## config.mk

```make
export PLATFORM = sky130hd
export DESIGN_NAME = multdiv_unit
export DESIGN_NICKNAME = d
export VERILOG_FILES = /design/src/rtl/multdiv_pkg.sv /design/src/rtl/multdiv_booth_step.sv /design/src/rtl/multdiv_unit.sv
export SDC_FILE = /design/constraint.sdc
export NUM_CORES = 1
export LEC_CHECK = 0
export ABC_AREA = 1
export CAP_MARGIN = 20
export CELL_PAD_IN_SITES_DETAIL_PLACEMENT = 0
export CELL_PAD_IN_SITES_GLOBAL_PLACEMENT = 1
export CORE_ASPECT_RATIO = 1.1
export CORE_MARGIN = 2
export CORE_UTILIZATION = 46
export CTS_CLUSTER_DIAMETER = 50
export DETAILED_ROUTE_END_ITERATION = 12
export PLACE_DENSITY = 0.95
export SYNTH_ARGS = -nofsm -noshare
export SYNTH_HDL_FRONTEND = slang
export SYNTH_HIERARCHICAL = 1
export SYNTH_SLANG_ARGS = --single-unit
```

## constraint.sdc

```tcl
create_clock -name clock -period 10.65 [get_ports clock]
set_input_delay 1.065 -clock clock [delete_from_list [all_inputs] [get_ports clock]]
set_output_delay 1.065 -clock clock [all_outputs]
set_load 0.02 [all_outputs]
```

## src/rtl/multdiv_pkg.sv

```systemverilog
// Shared definitions for the iterative multiply/divide unit: FSM states,
// iteration counts, the counter width and a magnitude helper.
package multdiv_pkg;

  typedef enum logic [1:0] {
    IDLE = 2'd0,
    MUL  = 2'd1,
    DIV  = 2'd2,
    DONE = 2'd3
  } state_t;

  localparam int          MULT_ITERS = 16;
  localparam int          DIV_ITERS  = 32;
  localparam logic [31:0] INT_MIN    = 32'h8000_0000;
  localparam int          CNT_W      = 6;

  // Magnitude of a two's-complement word; 33 bits so that INT_MIN maps to 2^31.
  function automatic logic [32:0] mag33(input logic [31:0] v);
    logic [32:0] w_ext;
    w_ext = {v[31], v};
    return v[31] ? (33'd0 - w_ext) : w_ext;
  endfunction

endpackage

```

## src/rtl/multdiv_booth_step.sv

```systemverilog
// One radix-4 Booth iteration on the 65-bit product register {A, Q, q-1}:
// recode the low three bits, add the selected multiple of M to A (34-bit
// arithmetic), then shift the whole register right arithmetically by two.
module multdiv_booth_step (
  input  logic [64:0] i_prod,
  input  logic [31:0] i_mcand,
  output logic [64:0] o_prod
);

  logic [33:0] w_m;
  logic [33:0] w_m2;
  logic [33:0] w_pp;
  logic [33:0] w_sum;
  logic [66:0] w_ext;

  // Recode, accumulate and shift; all combinational.
  always_comb begin
    // NOTE: every signal gets a value before the case so no path can infer a latch.
    w_pp  = '0;
    w_m   = {{2{i_mcand[31]}}, i_mcand};
    w_m2  = {w_m[32:0], 1'b0};
    case (i_prod[2:0])
      3'b001, 3'b010: w_pp = w_m;
      3'b011:         w_pp = w_m2;
      3'b100:         w_pp = 34'd0 - w_m2;
      3'b101, 3'b110: w_pp = 34'd0 - w_m;
      default:        w_pp = '0;
    endcase
    w_sum  = {{2{i_prod[64]}}, i_prod[64:33]} + w_pp;
    w_ext  = {w_sum, i_prod[32:0]};
    // Dropping the two LSBs of the sign-carrying 67-bit value is the >>> 2.
    o_prod = w_ext[66:2];
  end

endmodule

```

## src/rtl/multdiv_unit.sv

```systemverilog
// Iterative signed 32-bit multiplier (radix-4 Booth, 16 steps) and divider
// (non-restoring on magnitudes, 32 steps) for the execute stage.
// Build option: define MULTDIV_DIV_EN to include the divide datapath; without
// it a divide request completes immediately with result 0 and exception 1.
module multdiv_unit
  import multdiv_pkg::*;
(
  input  logic        clock,
  input  logic        reset,
  input  logic [31:0] data_operandA,
  input  logic [31:0] data_operandB,
  input  logic        ctrl_MULT,
  input  logic        ctrl_DIV,
  output logic [31:0] data_result,
  output logic        data_exception,
  output logic        data_resultRDY
);

  state_t           r_state;
  logic [CNT_W-1:0] r_cnt;
  logic [64:0]      r_prod;
  logic [31:0]      r_mcand;
  logic [31:0]      r_result;
  logic             r_exc;
  logic [64:0]      w_booth;

  multdiv_booth_step u_booth (
    .i_prod  (r_prod),
    .i_mcand (r_mcand),
    .o_prod  (w_booth)
  );

  assign data_result    = r_result;
  assign data_exception = r_exc;
  assign data_resultRDY = (r_state == DONE);

`ifdef MULTDIV_DIV_EN
  logic [33:0] r_rem;
  logic [31:0] r_quo;
  logic [32:0] r_dvsr;
  logic        r_neg;
  logic        r_dz;
  logic        r_ovf;
  logic [32:0] w_mag_a;
  logic [32:0] w_mag_b;
  logic [33:0] w_rem_sh;
  logic [33:0] w_rem_nx;
  logic [31:0] w_quo_nx;
  logic [31:0] w_quo_fix;

  assign w_mag_a = mag33(data_operandA);
  assign w_mag_b = mag33(data_operandB);

  // One non-restoring step: shift {R,Q} left, add or subtract D by R's sign.
  always_comb begin
    w_rem_sh  = {r_rem[32:0], r_quo[31]};
    w_rem_nx  = r_rem[33] ? (w_rem_sh + {1'b0, r_dvsr})
                          : (w_rem_sh - {1'b0, r_dvsr});
    w_quo_nx  = {r_quo[30:0], ~w_rem_nx[33]};
    w_quo_fix = r_neg ? (32'd0 - w_quo_nx) : w_quo_nx;
  end
`endif

  // Control FSM, iteration counter and both datapaths.
  always_ff @(posedge clock or posedge reset) begin
    if (reset) begin
      // NOTE: sequential state uses non-blocking assignments so every register samples pre-edge values.
      r_state  <= IDLE;
      r_cnt    <= '0;
      r_prod   <= '0;
      r_mcand  <= '0;
      r_result <= '0;
      r_exc    <= 1'b0;
`ifdef MULTDIV_DIV_EN
      r_rem    <= '0;
      r_quo    <= '0;
      r_dvsr   <= '0;
      r_neg    <= 1'b0;
      r_dz     <= 1'b0;
      r_ovf    <= 1'b0;
`endif
    end else if (ctrl_MULT) begin
      r_state <= MUL;
      r_cnt   <= '0;
      r_prod  <= {32'd0, data_operandB, 1'b0};
      r_mcand <= data_operandA;
    end else if (ctrl_DIV) begin
`ifdef MULTDIV_DIV_EN
      r_state <= DIV;
      r_cnt   <= '0;
      r_rem   <= '0;
      r_quo   <= w_mag_a[31:0];
      r_dvsr  <= w_mag_b;
      r_neg   <= data_operandA[31] ^ data_operandB[31];
      r_dz    <= (data_operandB == 32'd0);
      r_ovf   <= (data_operandA == INT_MIN) && (data_operandB == 32'hFFFF_FFFF);
`else
      r_state  <= DONE;
      r_cnt    <= '0;
      r_result <= 32'd0;
      r_exc    <= 1'b1;
`endif
    end else begin
      case (r_state)
        MUL: begin
          r_prod <= w_booth;
          r_cnt  <= r_cnt + 1'b1;
          if (r_cnt == CNT_W'(MULT_ITERS - 1)) begin
            r_result <= w_booth[32:1];
            r_exc    <= (w_booth[64:33] != {32{w_booth[32]}});
            r_state  <= DONE;
          end
        end
`ifdef MULTDIV_DIV_EN
        DIV: begin
          r_quo <= w_quo_nx;
          r_cnt <= r_cnt + 1'b1;
          if (r_cnt == CNT_W'(DIV_ITERS - 1)) begin
            // Restore the remainder; it is kept internally but not exported.
            r_rem   <= w_rem_nx[33] ? (w_rem_nx + {1'b0, r_dvsr}) : w_rem_nx;
            r_state <= DONE;
            if (r_dz) begin
              r_result <= 32'd0;
              r_exc    <= 1'b1;
            end else if (r_ovf) begin
              r_result <= INT_MIN;
              r_exc    <= 1'b1;
            end else begin
              r_result <= w_quo_fix;
              r_exc    <= 1'b0;
            end
          end else begin
            r_rem <= w_rem_nx;
          end
        end
`endif
        DONE:    r_state <= IDLE;
        default: r_state <= IDLE;
      endcase
    end
  end

endmodule
```

==> qor.csv, run 1 <==
metric;value;unit
dp_hpwl;21320;um
ir_drop;0.1112;mV
syn2layout_area_growth;15.00;%
cap_viol_max_count;0;
grt_pass1_vias;9213;
placementRows;57;
grtUsageTotal;0.2521;
ant_nets;0;
fin_tns_setup;0;ps
hold_violations;0;
synthArstFlopShare;1.000;
grt_antenna_before_repair;1;
routedWlPerCell;16.55;um
critPathKind;reg -> reg;
cts_resized;0;
h-tree-depth;4;
cts_tree;built;
die_w;146.0;um
pin_count;102;
grt-ovfl-total;0;
cts-root-buf;clkbuf_16;
leakagePower;5.745;nW
cts_setup_buffers;0;
grt_start_max_net_pins;72;
status;completed;
post-route-cell-area;11730;um^2
fp.dieH;160.1;um
relSlewSlack;0.3885;
worstPathRequired;10970;ps
synth-main-ff-cell;dfrtp_1;
end_kind;flip-flop;
initialDrtViolationCount;612;
finClkSkew;11.73;ps
cts.sinks;138;
cts_made_buffers;17;
ys_seq_elements;138;
grt_pass1_wl;47540;um
synth_cell_types;51;
synth.avg_cell_area;7.299;um^2
hold_class;reg -> reg;
clk_pin_slew;70;ps
placed_cells;1728;
synth_fp_nets;1501;
syn-cell-area;10200;um^2
die_area;23370;um^2
routed_wl;29150;um
clockBufferDepth;2;
num-fill-cells;2117;
core;21890;um^2
finalSetupViolCount;0;
arrival;4550;ps
syn_inst;1397;
antenna_cells;0;
worst_pin_slew;917.3;ps
start_util;0.4657;
vias_per_cell;5.349;
synth_sequential_area_ratio;0.3387;
finalCritPeriodShare;0.3976;
place_area;11140;um^2
rsz0062_at_grt;false;
critPathLaunchType;flip-flop;
ys.warnings.count;6;
worstPathMaxFanout;4;
timing.final.crit_period;4235;ps
cellPowerDensity;154.3;nW/um^2
finalMaxSlewViolations;0;
routabilityCongestion;0.9369;
vias;9420;
io_buffers;101;
drive_gt1_frac;0.1241;
drc_errors;0;
clk_latency;430;ps
cts_hold_buf;0;
clock.fmax;236.1;MHz
layout.nets;1557;
synth_edf_count;0;
firstDrtPassIters;5;
fin_cells;1761;
[metal layers]
layer / vias up / track usage / part of all wire
li1: 4651 / - / -
met1: 4449 / 0.3200 / 0.43
met4: 0 / 0.07709 / 0.024
met3: 43 / 0.06771 / 0.064
met5: - / 0 / 0
met2: 277 / 0.4202 / 0.48
[critical path, cell delays in order (launching register included)]
cell	delay [ps]
dfrtp_1	420
inv_2	110
ha_1	210
nand2_2	100
nor2_4	160
nand3_1	190
xor2_1	200
nand2_1	70
o21ai_0	80
a21oi_1	190
o21ai_0	150
ha_1	370
nand2_1	130
nor2_1	120
nand2_1	60
nand2_1	150
nand3_1	90
nand2_1	210
nand2_1	80
nand2_1	90
xor2_1	330
nand2_1	90
nor2_1	130
nand3b_1	90
nand2_1	80
nand3_1	90
nor2_1	100
nor2_1	50
[report_power, final]
part	leakage [nW]	internal [W]	total (W)	switching (W)
clock	0.275	0.000328	0.000591	0.000263
combinational	3.69	0.000204	0.000609	0.000406
sequential	1.78	0.000568	0.000609	0.0000402
total	5.75	0.00110	0.00181	0.000709
[worst paths after layout]
| kind | from | to | slack [ps] | depth (start not counted) |
|---|---|---|---|---|
| max | r_mcand[0]$_DFFE_PP0P_ | data_exception$_DFFE_PP0P_ | 6420 | 27 |
| min | data_result[0]$_DFFE_PP0P_ | data_result[0]$_DFFE_PP0P_ | 480 | 2 |
| max reg2reg | r_mcand[0]$_DFFE_PP0P_ | data_exception$_DFFE_PP0P_ | 6420 | 27 |
| min reg2reg | data_result[0]$_DFFE_PP0P_ | data_result[0]$_DFFE_PP0P_ | 480 | 2 |
| max in group asynchronous | reset | r_mcand[24]$_DFFE_PP0P_ | 8170 | 3 |
| min in group asynchronous | reset | r_prod[25]$_DFFE_PP0P_ | 1110 | 2 |
[flip-flops by register name, indices dropped and copies added, names as in the netlist]
name / cells
data_result: 32
r_mcand: 32
r_cnt: 6
data_exception: 1
r_prod: 65
r_state: 2
[area by class of cell]
class	count	area, um^2	share of cell area
Clock inverter	14	136.4	0.01163
Clock buffer	18	429.2	0.03660
Inverter	169	640.6	0.05464
Timing Repair Buffer	107	1064	0.09071
Tap cell	295	369.1	0.03148
Multi-Input combinational cell	1020	5633	0.4804
Sequential cell	138	3453	0.2945
[cell usage after synthesis, drive strengths merged, types with 2 or more instances]
master / count / area (um^2)
dfrtp: 138 / 3453
o2111ai: 12 / 105.1
a21oi: 53 / 272.8
nor3: 14 / 86.34
o22ai: 24 / 150.1
ha: 35 / 437.9
buf: 63 / 452.9
nor2: 128 / 630.6
nand3: 92 / 478.0
inv: 166 / 623.1
nand4: 19 / 118.9
a21boi: 3 / 22.52
clkinv: 3 / 12.51
or2: 2 / 12.52
a21o: 7 / 52.55
xor2: 32 / 280.3
xnor2: 2 / 17.52
nor4: 3 / 18.77
o21ai: 68 / 460.4
o211ai: 24 / 285.3
nand3b: 8 / 60.06
o21bai: 5 / 37.54
nand2: 458 / 1827
a22o: 24 / 210.2
clkbuf: 7 / 26.28
[kinds of logic (layout without fill, tap and decap cells)]
group / count (synthesis) / after routing / synth area share
flops: 138 / 138 / 0.3387
buf+inv: 239 / 308 / 0.1093
fa+ha+maj: 36 / 36 / 0.04491
simple gates: 726 / 726 / 0.3182
compound gates: 224 / 224 / 0.1597
xor+xnor: 34 / 34 / 0.02921
[stage by stage]
step | worst slack [ps] | util | power (W) | hold WS [ps]
floorplan | 5889 | - | 0.001065 | 461.6
global placement | 6507 | 0.5088 | 0.001213 | 453.0
finish | 6415 | 0.5355 | 0.001809 | 481.5
CTS | 6457 | 0.5346 | 0.001809 | 483.5
detailed placement | 6487 | 0.5088 | 0.001215 | 462.7
global route | 6055 | 0.5355 | 0.001912 | 506.8
[cell usage in the layout (no fill, tap or decap), types with 3 or more instances in the layout]
cell,Yosys,layout
nor2_1,105,103
nand2_2,28,28
xor2_1,32,32
o21ai_2,32,32
ha_1,35,35
clkdlybuf4s50_1,0,100
nor2_4,13,13
a21o_1,7,7
inv_2,24,24
o21bai_1,5,5
a21oi_1,51,51
o21ai_1,13,13
nand4_1,19,19
o211ai_2,21,21
dfrtp_1,138,138
o2111ai_1,12,12
nor4_1,3,3
nor2_2,8,10
a21boi_0,3,3
inv_1,142,141
clkbuf_16,0,17
nand2_1,425,425
nor3_1,12,12
inv_6,0,8
buf_4,34,5
nand3b_1,8,8
o22ai_1,24,24
a22o_1,24,24
o21ai_0,23,23
clkinv_2,1,3
o211ai_1,3,3
nand3_1,90,90
nand2_4,5,5
(Power assumes the default switching activity.)
==> inputs of run 2 (changes only) <==
--- a/config.mk
+++ b/config.mk
@@ -11,10 +11,10 @@
 export CELL_PAD_IN_SITES_GLOBAL_PLACEMENT = 1
 export CORE_ASPECT_RATIO = 1.1
 export CORE_MARGIN = 2
-export CORE_UTILIZATION = 46
+export CORE_UTILIZATION = 39
 export CTS_CLUSTER_DIAMETER = 50
 export DETAILED_ROUTE_END_ITERATION = 12
-export PLACE_DENSITY = 0.95
+export PLACE_DENSITY = 0.86
 export SYNTH_ARGS = -nofsm -noshare
 export SYNTH_HDL_FRONTEND = slang
 export SYNTH_HIERARCHICAL = 1
==> constraint.sdc (replaced) <==
create_clock -name clock -period 3.6 [get_ports clock]
set_input_delay 0.36 -clock clock [delete_from_list [all_inputs] [get_ports clock]]
set_output_delay 0.36 -clock clock [all_outputs]
set_load 0.02 [all_outputs]
==> run 2 against run 1 <==
The run now ends with negative setup slack left. Largest power group is now combinational logic. Via count rose by 9.2%. Design area increased by 22%. Die area increased by 17%. Utilization grew 1.6 points. Register-to-register slack worse by 6500 ps. Count of clock-buffer cells in the layout unchanged.
==> qor.csv, run 2 (synthesized netlist as in run 1, its figures left out) <==
metric;value;unit;change
status;finished, violations left;;
violations;negative setup slack;;
end_kind;flip-flop;;
final_cell_mix;nand2_1 (381), buf_4 (194), dfrtp_1 (138), inv_1 (134), clkdlybuf4s50_1 (100);;
crit_start;r_mcand[1]$_DFFE_PP0P_;;
ir_drop;0.2825;mV;+150%
clk_pin_slew;70;ps;about the same
p_sw;0.002546;W;+260%
finalPower;0.006439;W;+260%
hold_violations;0;;unchanged
clock_power_share;0.273;;-0.054
hold_class;in -> reg;;
layout.nets;1754;;+13%
routabilityCongestion;0.9365;;about the same
grt_pass1_vias;10180;;+10%
grt_start_max_net_pins;139;;+93%
drc_errors;0;;unchanged
switching_share;0.3954;;+0.003497
placementRows;62;;+8.8%
crit_end;data_exception$_DFFE_PP0P_;;
crit_buf_inv;7;;+6
use_met3;0.04350;;-0.02421
use_met2;0.3978;;-0.02241
clock.fmax;269.4;MHz;+14%
cp.depth;26;;-3.7%
p_seq_frac;0.280;;-0.057
mostFrequentLayoutCell;nand2_1;;
r2r_start;r_mcand[1]$_DFFE_PP0P_;;
rsz0062_at_grt;true;;
slowest_delay;380;ps;-40 ps
routed_wl;32870;um;+13%
finClkSkew;18.22;ps;+6.495 ps
clockBufferDepth;2;;unchanged
critPathLaunchType;flip-flop;;
critPathKind;reg -> reg;;
finalSetupViolCount;1;;+1
worst_pin_slew;911.5;ps;-5.763 ps
grtUsageTotal;0.2394;;-0.01270
grt-ovfl-total;0;;unchanged
place_area;12480;um^2;+12%
h-tree-depth;4;;unchanged
drive_gt1_frac;0.3307;;+0.2066
p_comb_frac;0.446;;+0.109
io_buffers;101;;unchanged
cts_made_buffers;17;;unchanged
worst_path_max_delay_cell;dfrtp_1;;
worstPathMaxFanout;5;;+1
largest_reg_flops;65;;unchanged
die_area;27450;um^2;+17%
grt_pass1_wl;51750;um;+8.9%
die_w;158.2;um;+8.4%
fp.dieH;173.6;um;+8.4%
grt_antenna_before_repair;0;;-1
worst_slack;-112.3;ps;-6527 ps
r2r_cells;26;;-3.7%
power.internal;0.003894;W;+250%
cellPowerDensity;450.7;nW/um^2;+190%
firstDrtPassIters;5;;unchanged
cts.sinks;138;;unchanged
regMostFlops;r_prod;;
cp_top_family;simple AND/OR/NAND/NOR gates;;
worstPathRequired;3920;ps;-7050 ps
use_met1;0.3132;;-0.006796
vias;10290;;+9.2%
syn2layout_area_growth;40.13;%;
cap_viol_max_count;0;;unchanged
busiest_layer;met2;;
antenna_cells;0;;unchanged
initialDrtViolationCount;503;;-18%
vias_per_cell;5.104;;-4.6%
timing.final.crit_period;3712;ps;-522.5 ps
post-route-cell-area;14290;um^2;+22%
leakagePower;6.857;nW;+19%
ant_nets;0;;unchanged
cts_tree;built;;
arrival;4030;ps;-520 ps
relSlewSlack;0.3914;;+0.002956
clk_latency;430;ps;about the same
cts_hold_buf;0;;unchanged
routedWlPerCell;16.31;um;-1.5%
core;25910;um^2;+18%
r2r_setup_slack;-110;ps;-6530 ps
dp_hpwl;23500;um;+10%
start_util;0.3935;;-0.07216
cts-root-buf;clkbuf_16;;
pin_count;102;;unchanged
finalCritPeriodShare;1.031;;+0.6335
regToRegEndpoint;data_exception$_DFFE_PP0P_;;
finalMaxSlewViolations;0;;unchanged
[run 2: cell count changes in the layout (fill, tap and decap cells not counted), moves of 22 or more]
cell	change
a21oi_1	-22
buf_4	+189
ha_1	-22
nand2_1	-44
nand2_2	+33
nor2_1	-29
[run 2: what timing repair did]
action,4_1_cts,5_1_grt
pin swaps,58,96
gates resized for setup,110,117
buffers inserted,22,14
endpoints found under the setup margin,2,14
[run 2: worst min-delay path by stage]
stage                                        endpoint                        start  cells past startpoint  slack, ps
after floorplan                r_prod[10]$_DFFE_PP0P_       r_prod[10]$_DFFE_PP0P_                      2        460
after global placement    data_result[29]$_DFFE_PP0P_  data_result[29]$_DFFE_PP0P_                      2        450
after detailed placement   data_result[0]$_DFFE_PP0P_   data_result[0]$_DFFE_PP0P_                      2        470
after CTS                      r_state[1]$_DFFE_PP0P_                    ctrl_MULT                      2        280
after global routing           r_state[1]$_DFFE_PP0P_                    ctrl_MULT                      2        300
final                          r_state[1]$_DFFE_PP0P_                    ctrl_MULT                      2        300
[run 2: power groups by stage]
stage                     sequential [W]  combinational [W]  clock, W
after CTS                        0.00179            0.00257   0.00180
after floorplan                  0.00179            0.00136         0
after global routing             0.00182            0.00311   0.00186
final                            0.00181            0.00287   0.00176
after global placement           0.00181            0.00228         0
after detailed placement         0.00182            0.00229         0
[run 2: cell type report]
class	instances	area, um^2
repair buffers	304	2608
multi-input cells	1020	6580
inverters	169	641.9
well taps	352	440.4
clock inverters	14	125.1
flip-flops and latches	138	3453
fillers	2460	11620
clock buffers	18	439.2
[run 2: routing by layer]
layer	vias to the layer above	part of all wire
met5	-	0
met4	0	0.025
met3	38	0.047
met2	233	0.49
met1	4968	0.44
li1	5046	-
[run 2: stage by stage]
step	utilization	instances	setup WS (ps)	setup TNS [ps]	hold WS, ps
detailed placement	0.4815	1947	-297.3	-321.6	465.6
finish	0.5514	2015	-112.3	-112.3	297.2
global route	0.5514	2015	-348.1	-833.5	298.1
CTS	0.5267	2001	-13.15	-13.15	280.8
floorplan	-	1397	338.0	0	461.6
global placement	0.4815	1947	-178.0	-178.0	454.7
